`config.mk`:
```
export PLATFORM = sky130hd
export DESIGN_NAME = pipe_latency_tracker
export DESIGN_NICKNAME = d
export VERILOG_FILES = /design/src/rtl/pipe_latency_tracker.sv
export SDC_FILE = /design/constraint.sdc
export NUM_CORES = 1
export LEC_CHECK = 0
export BUFFER_PORTS_ARGS = -buffer_cell sky130_fd_sc_hd__buf_2
export CAP_MARGIN = 20
export CORE_AREA = 2 2 53 55
export DETAILED_ROUTE_END_ITERATION = 10
export DIE_AREA = 0 0 55 57
export GPL_TIMING_DRIVEN = 0
export PLACE_DENSITY = 0.65
export RECOVER_POWER = 25
export REMOVE_ABC_BUFFERS = 1
export SYNTH_ARGS = -nofsm -noshare
export SYNTH_HDL_FRONTEND = slang
export SYNTH_SLANG_ARGS = --single-unit
```
`constraint.sdc`:
```
create_clock -name clk -period 4.6 [get_ports clk]
set_input_delay 0 -clock clk [delete_from_list [all_inputs] [get_ports clk]]
set_output_delay 0 -clock clk [all_outputs]
set_load 0.005 [all_outputs]
```
`src/rtl/pipe_latency_tracker.sv`:
```
// Tracks read / butterfly / write pipeline latency, outstanding beats and stage completion.
// Define TRACKER_ERR_EN to build the sticky overflow/underflow error flags.
module pipe_latency_tracker #(
  parameter int unsigned RD_LAT          = 2,
  parameter int unsigned BU_LAT          = 8,
  parameter int unsigned WR_LAT          = 1,
  parameter int unsigned MAX_INFLIGHT    = 16,
  parameter int unsigned BEATS_PER_STAGE = 16,
  localparam int unsigned D_WIDTH        = $clog2(MAX_INFLIGHT + 1)
) (
  input  logic               clk,
  input  logic               rst_n,
  input  logic               r_enable,
  input  logic               ntt_enable,
  input  logic               w_enable,
  input  logic               flush,
  output logic               r_enable_out,
  output logic               ntt_done,
  output logic               w_enable_out,
  output logic [D_WIDTH-1:0] inflight,
  output logic               pipe_empty,
  output logic               drain_done,
  output logic               stage_done,
  output logic               err_overflow,
  output logic               err_underflow
);

  localparam int unsigned CNT_W = (BEATS_PER_STAGE > 1) ? $clog2(BEATS_PER_STAGE) : 1;
  localparam logic [CNT_W-1:0]   LAST_BEAT = CNT_W'(BEATS_PER_STAGE - 1);
  localparam logic [D_WIDTH-1:0] MAX_CNT   = D_WIDTH'(MAX_INFLIGHT);

  logic [RD_LAT-1:0]  rd_line;
  logic [BU_LAT-1:0]  bu_line;
  logic [WR_LAT-1:0]  wr_line;
  logic [D_WIDTH-1:0] inflight_q;
  logic [D_WIDTH-1:0] inflight_d;
  logic [CNT_W-1:0]   beat_cnt;
  logic               was_busy;
  logic               stage_wrap;

  // Shift lines: bit 0 takes the new beat, the MSB is the delayed output.
  always_ff @(posedge clk or negedge rst_n) begin
    if (!rst_n) begin
      rd_line <= '0;
      bu_line <= '0;
      wr_line <= '0;
    end else if (flush) begin
      rd_line <= '0;
      bu_line <= '0;
      wr_line <= '0;
    end else begin
      rd_line <= (rd_line << 1) | RD_LAT'(r_enable);
      bu_line <= (bu_line << 1) | BU_LAT'(ntt_enable);
      wr_line <= (wr_line << 1) | WR_LAT'(w_enable);
    end
  end

  assign r_enable_out = rd_line[RD_LAT-1];
  assign ntt_done     = bu_line[BU_LAT-1];
  assign w_enable_out = wr_line[WR_LAT-1];

  always_comb begin
    inflight_d = inflight_q;
    if (r_enable && !w_enable_out && inflight_q != MAX_CNT)
      inflight_d = inflight_q + D_WIDTH'(1);
    else if (!r_enable && w_enable_out && inflight_q != '0)
      inflight_d = inflight_q - D_WIDTH'(1);
  end

  assign stage_wrap = w_enable_out && (beat_cnt == LAST_BEAT);

  always_ff @(posedge clk or negedge rst_n) begin
    if (!rst_n) begin
      inflight_q <= '0;
      beat_cnt   <= '0;
      was_busy   <= 1'b0;
    end else if (flush) begin
      inflight_q <= '0;
      beat_cnt   <= '0;
      was_busy   <= 1'b0;
    end else begin
      inflight_q <= inflight_d;
      was_busy   <= !pipe_empty;
      if (w_enable_out)
        beat_cnt <= stage_wrap ? '0 : beat_cnt + CNT_W'(1);
    end
  end

  assign inflight   = inflight_q;
  assign pipe_empty = (inflight_q == '0) && (rd_line == '0) && (bu_line == '0) && (wr_line == '0);
  // was_busy is cleared by flush/reset so neither can produce a drain pulse.
  assign drain_done = pipe_empty && was_busy;
  assign stage_done = stage_wrap;

`ifdef TRACKER_ERR_EN
  logic err_ovf_q;
  logic err_unf_q;

  always_ff @(posedge clk or negedge rst_n) begin
    if (!rst_n) begin
      err_ovf_q <= 1'b0;
      err_unf_q <= 1'b0;
    end else if (flush) begin
      err_ovf_q <= 1'b0;
      err_unf_q <= 1'b0;
    end else begin
      if (r_enable && inflight_q == MAX_CNT)
        err_ovf_q <= 1'b1;
      if (w_enable_out && inflight_q == '0)
        err_unf_q <= 1'b1;
    end
  end

  assign err_overflow  = err_ovf_q;
  assign err_underflow = err_unf_q;
`else
  assign err_overflow  = 1'b0;
  assign err_underflow = 1'b0;
`endif

endmodule
```
Word level (Yosys, flattened, before mapping)
Index checks and enable logic that the tools add are counted.
- register bits: 21
- memories kept: 0
- bits of input ports: 6
- ROM bits: 0
- bits in latches: 0
- logic and storage cells: 42
- bits in writable memories: 0
- bitwise operators: 3
- mux-type cells: 10
- multipliers: 0
- div/mod/pow operators: 0
- reductions and logical operators: 18
- $add $sub $neg: 3
- magnitude comparators: 0
- shift-type cells: 0
- equality and inequality tests: 2
- operators with widths (cell ; count):
    $mux 5 ; 3
    $mux 4 ; 3
    $logic_and 1x1->1 ; 9
    $logic_not 8->1 ; 1
    $mux 8 ; 1
    $or 8x1->8 ; 1
    $add 5x1->5 const B ; 1
    $logic_not 5->1 ; 1
    $ne 5x5->1 const B ; 1
    $reduce_bool 5->1 ; 1
    $sub 5x1->5 const B ; 1
    $add 4x1->4 const B ; 1
    $eq 4x4->1 const B ; 1
    $logic_not 1->1 ; 3
    $reduce_bool 3->1 ; 1
    $logic_not 2->1 ; 1
    $mux 1 ; 2
    $mux 2 ; 1
    $or 2x1->2 ; 1
    $reduce_bool 2->1 ; 1
    $not 1->1 ; 1

Longest topological paths before layout
- depth in word-level cells: 6
- depth in mapped cells: 8
- mapped depth without buffers: 7

Worst setup path after synthesis
OpenSTA, ideal clock, no wires.
- path type: register to register
- start: reg wr_line (netlist: w_enable_out)
- end: reg inflight_q[4] (netlist: inflight[4])
- library setup time: 0.137 ns
- clock period less this slack: 2.145 ns
- arrival time: 2.008 ns
- stages on the path, launching flop included: 9
- path slack: 2.455 ns
- required time: 4.463 ns
- path through: dfrtp_1 > buf_4 > nand2b_1 > a21o_2 > fa_1 > a21o_1 > a211o_1 > nand4b_1 > o21ai_0
- longest elaborated chain between the ends: 5
- elaborated cells between the ends (all ways): 8
- classes of those cells: mux: 2; reduce/logical: 6
- RTL lines (what ; RTL line ; text):
    start: declaration ; 34 ; logic [WR_LAT-1:0] wr_line;
    start signal: assignment ; 54 ; wr_line <= (wr_line << 1) | WR_LAT'(w_enable);
    $logic_not 1->1 ; 64 ; if (r_enable && !w_enable_out && inflight_q != MAX_CNT)
    $logic_and 1x1->1 (2 in series) ; 64 ;
    $mux 5 ; 64 ;
    $mux 5 ; 77 ; end else if (flush) begin
    end signal: assignment ; 82 ; inflight_q <= inflight_d;
    end: declaration ; 35 ; logic [D_WIDTH-1:0] inflight_q;
Parallel ways exist; a longest one is shown, timed or not.
A chain may end at the register's enable or synchronous reset.

Worst setup path in the final report
- start: reg inflight_q[1] (netlist: inflight[1])
- end: reg inflight_q[4] (netlist: inflight[4])
- longest elaborated chain between the ends: 4
- elaborated cells between the ends (all ways): 10
- classes of those cells: add/sub: 2; eq/ne: 1; mux: 3; reduce/logical: 4
- RTL lines (what ; RTL line):
    $sub 5x1->5 / $ne 5x5->1 (equally long branches) ; 67, 64
    $mux 5 / $logic_and 1x1->1 (equally long branches) ; 66, 64
    $mux 5 ; 64
    $mux 5 ; 77
Parallel ways exist; a longest one is shown, timed or not. The select of a mux whose other input is x is not followed.

==> summary.md <==
| Metric | Value |
|---|---|
| Setup CP Type | reg -> reg |
| RSZ-0062 raised after global routing | no |
| Fraction of layout cells with a size suffix above 1 | 0.215 |
| Top cell type by total area after synthesis | dfrtp_1 |
| Largest net degree at the start of global routing | 23 |
| R2R Path Start | inflight[1] |
| Via count | about 800 |
| I/O Pins | 19 |
| Die Ht | 57 µm |
| Inserted Diodes | 0 |
| Antenna viol nets, final | 0 |
| Worst EP arrival | 2.50 ns |
| Detailed Routing Iterations Pass 1 | 4 |
| LEAKAGE | 0.612 nW |
| CTS tree | done |
| Starting DRT DRC Count | 7 |
| CP endpoint kind | register |
| Sequential power share | 0.517 |
| Slew Limit Fails | 0 |
| Setup Viol. Count Final | 0 |
| Synthesized area | ~0.0011 mm² |
| H-Tree Depth | 1 |
| Area growth from synthesis to layout | 14.4% |
| Largest cells by area after synthesis | dfrtp_1, nor2b_1, ha_1, a21oi_1, mux2i_1 |
| Clk_lat worst skew | 0.29 ns |
| Root buffer cell | clkbuf_4 |
| Layout Nets | roughly 130 |
| Synth cell types | 35 |
| Drt drc | 0 |
| Hpwl dp | between 1000 and 1500 µm |
| Pwr dens | 337 mW/mm² |
| Int Pwr | 0.289 mW |
| Multi-input gate area | approximately 540 µm² |
| Setup TNS | 0 ns |
| Yosys reg bits | 21 |
| Yosys warnings | 0 |
| Final worst path period share | 0.505 |
| Minimum clock period | about 2.3 ns |
| R2R depth | 7 |
| GRT Resource Usage Total | 0.144 |
| Initial antenna violation count | 0 |
| Grt ovf | 0 |
| Primary FF master, synth | dfrtp_1 |
| Number of CTS-inserted buffers | 3 |
| Clock Path Buffers | 2 |
| Net switching power figure | between 0.1 and 0.15 mW |
| End point of the critical path | inflight[4] |
| Crit-path max FO | 11 |
| Worst Clk Skew | between 0.001 and 0.0015 ns |
| Setup crit start | inflight[1] |
| Relative slew slack | 0.263 |
| Slew @ Worst Pin | 1.11 ns |
| Sw frac | 0.316 |
| Starting Density | 0.420 |
| Final hold viol count | 0 |
| Max VDD drop | 0.000187 V |
| Non-Filler Instances | about 150 |
| Resize count post-CTS | 0 |
| Status | complete, no violations |
| Reg-to-reg slack, setup | ~2.3 ns |
| Yosys top cell area share | 0.479 |
| Vias/cell | ~5.2 |
| Critical Path Source Type | register |
| I/O Buffers | 16 |
| Worst path required time | around 4.8 ns |
| Hold Path Class | in -> reg |
| Die ar. | ~0.0031 mm² |
| Synth async-reset ratio | 1.00 |
| Num Clock Sinks | 21 |
| Worst-path clk slew | ~0.11 ns |
| Number of enable flip-flop cells after synthesis | 0 |
| Drt wl/cell | between 10 and 15 µm |
| Vias in the first global route | around 760 |
| Global placement routability congestion | roughly 0.71 |
| Critical R2R Capture | inflight[4] |
| Fmax achieved | approximately 0.43 GHz |
| Sequential area share after synthesis | 0.479 |
| Sequential Area | about 530 µm² |
| Syn_area_per_cell | 10.9 µm² |
| Dpl cells | roughly 140 |
| First-pass GRT wire length | between 3000 and 4000 µm |
| Power share of the combinational group | 0.281 |
| Fillers | roughly 260 |
| Gate Count Post-Synth | roughly 100 |
| Clk pwr share | 0.202 |
| Die X-Extent | 55 µm |
| Max-cap viol count | 0 |
| Core Footprint | roughly 0.0026 mm² |
| FP Rows | 19 |
| Total wire length | roughly 2000 µm |
==> how the worst min path moves through the flow <==
stage           from           to  slack, ns  cells after the start
2_1_floorplan  rst_n  beat_cnt[0]      -0.30                      0
6_report       flush  beat_cnt[1]       0.11                      2
3_3_place_gp   rst_n   bu_line[6]      -0.02                      1
5_1_grt        flush  beat_cnt[2]       0.12                      2
3_5_place_dp   rst_n   bu_line[6]      -0.02                      1
4_1_cts        flush  beat_cnt[2]       0.11                      2
==> final cells by class <==
type | instances | share of cell area
clock buffers | 4 | 0.0209
inverters | 1 | 0.00299
multi-input cells | 75 | 0.432
flip-flops and latches | 21 | 0.419
well taps | 31 | 0.0309
repair buffers | 20 | 0.0947
==> cell families (layout without fill, tap and decap cells) <==
logic type	count (synthesis)	in the layout	share of synthesized area
buffers and inverters	6	25	0.0308
AO/OA/AOI/OAI	21	21	0.145
other	1	2	0.00342
flip-flops	21	21	0.479
multiplexers	3	3	0.0274
AND/OR/NAND/NOR	41	41	0.223
XOR/XNOR	2	2	0.0160
adder cells (fa/ha/maj)	6	6	0.0753
==> routing by layer <==
metal  global-route usage  part of all wire  vias up
met2                0.211              0.45       24
met3               0.0236             0.043        5
met1                0.208              0.48      365
met5                    0                 0        -
li1                     -                 -      396
met4               0.0627             0.018        0
==> power groups by stage <==
| stage | Clock [mW] | Sequential (mW) | Combinational [mW] |
|---|---|---|---|
| after floorplan | 0 | 0.219 | 0.0821 |
| after global placement | 0 | 0.222 | 0.114 |
| after detailed placement | 0 | 0.222 | 0.117 |
| after CTS | 0.0881 | 0.219 | 0.120 |
| after global routing | 0.0980 | 0.222 | 0.134 |
| final | 0.0854 | 0.219 | 0.119 |
==> flip-flops by register name, indices dropped and copies added, names as in the netlist <==
register	flops
beat_cnt	4
bu_line	8
inflight	5
rd_line	2
w_enable_out	1
was_busy	1
==> through the flow <==
step,cell area (µm²),power [mW],utilization,hold slack [ns],worst slack [ns]
final,1250,0.423,0.480,0.110,2.28
after global routing,1250,0.454,0.480,0.120,2.08
after CTS,1260,0.427,0.480,0.112,2.26
after detailed placement,1190,0.339,0.455,-0.0213,2.29
after global placement,1190,0.336,0.455,-0.0245,2.33
after floorplan,1070,0.301,-,-0.296,2.50
==> cells in the mapped netlist (all sizes together), types with 2 or more instances <==
cell type / instances
dfrtp: 21
o21ai: 2
nand2b: 4
nor2b: 11
a21o: 4
nor2: 6
nor4: 4
mux2i: 3
buf: 3
nand2: 4
clkbuf: 2
xor2: 2
ha: 5
nand3: 4
a21oi: 9
==> placed cells by master (no fill, tap or decap), types with 3 or more instances in the layout <==
master / count
nor2_1: 6
dfrtp_1: 21
nand2b_1: 4
ha_1: 5
nor2b_1: 11
mux2i_1: 3
nor4_1: 3
a21oi_1: 8
dlygate4sd3_1: 4
buf_2: 15
nand2_1: 4
nand3_1: 4
clkbuf_4: 3
==> timing repair <==
action                    CTS  global route
hold endpoints to repair   24             0
setup buffers               0             0
hold buffers                4             0
==> worst max-delay path, stage by stage, from the launching register on <==
cell	delay (ns)
dfrtp_1	0.48
nor4_2	0.44
a21o_2	0.35
ha_1	0.29
a21o_1	0.18
a21oi_1	0.18
mux2i_1	0.20
o21ai_0	0.08
Note: power is estimated with default switching activity, not from simulation.
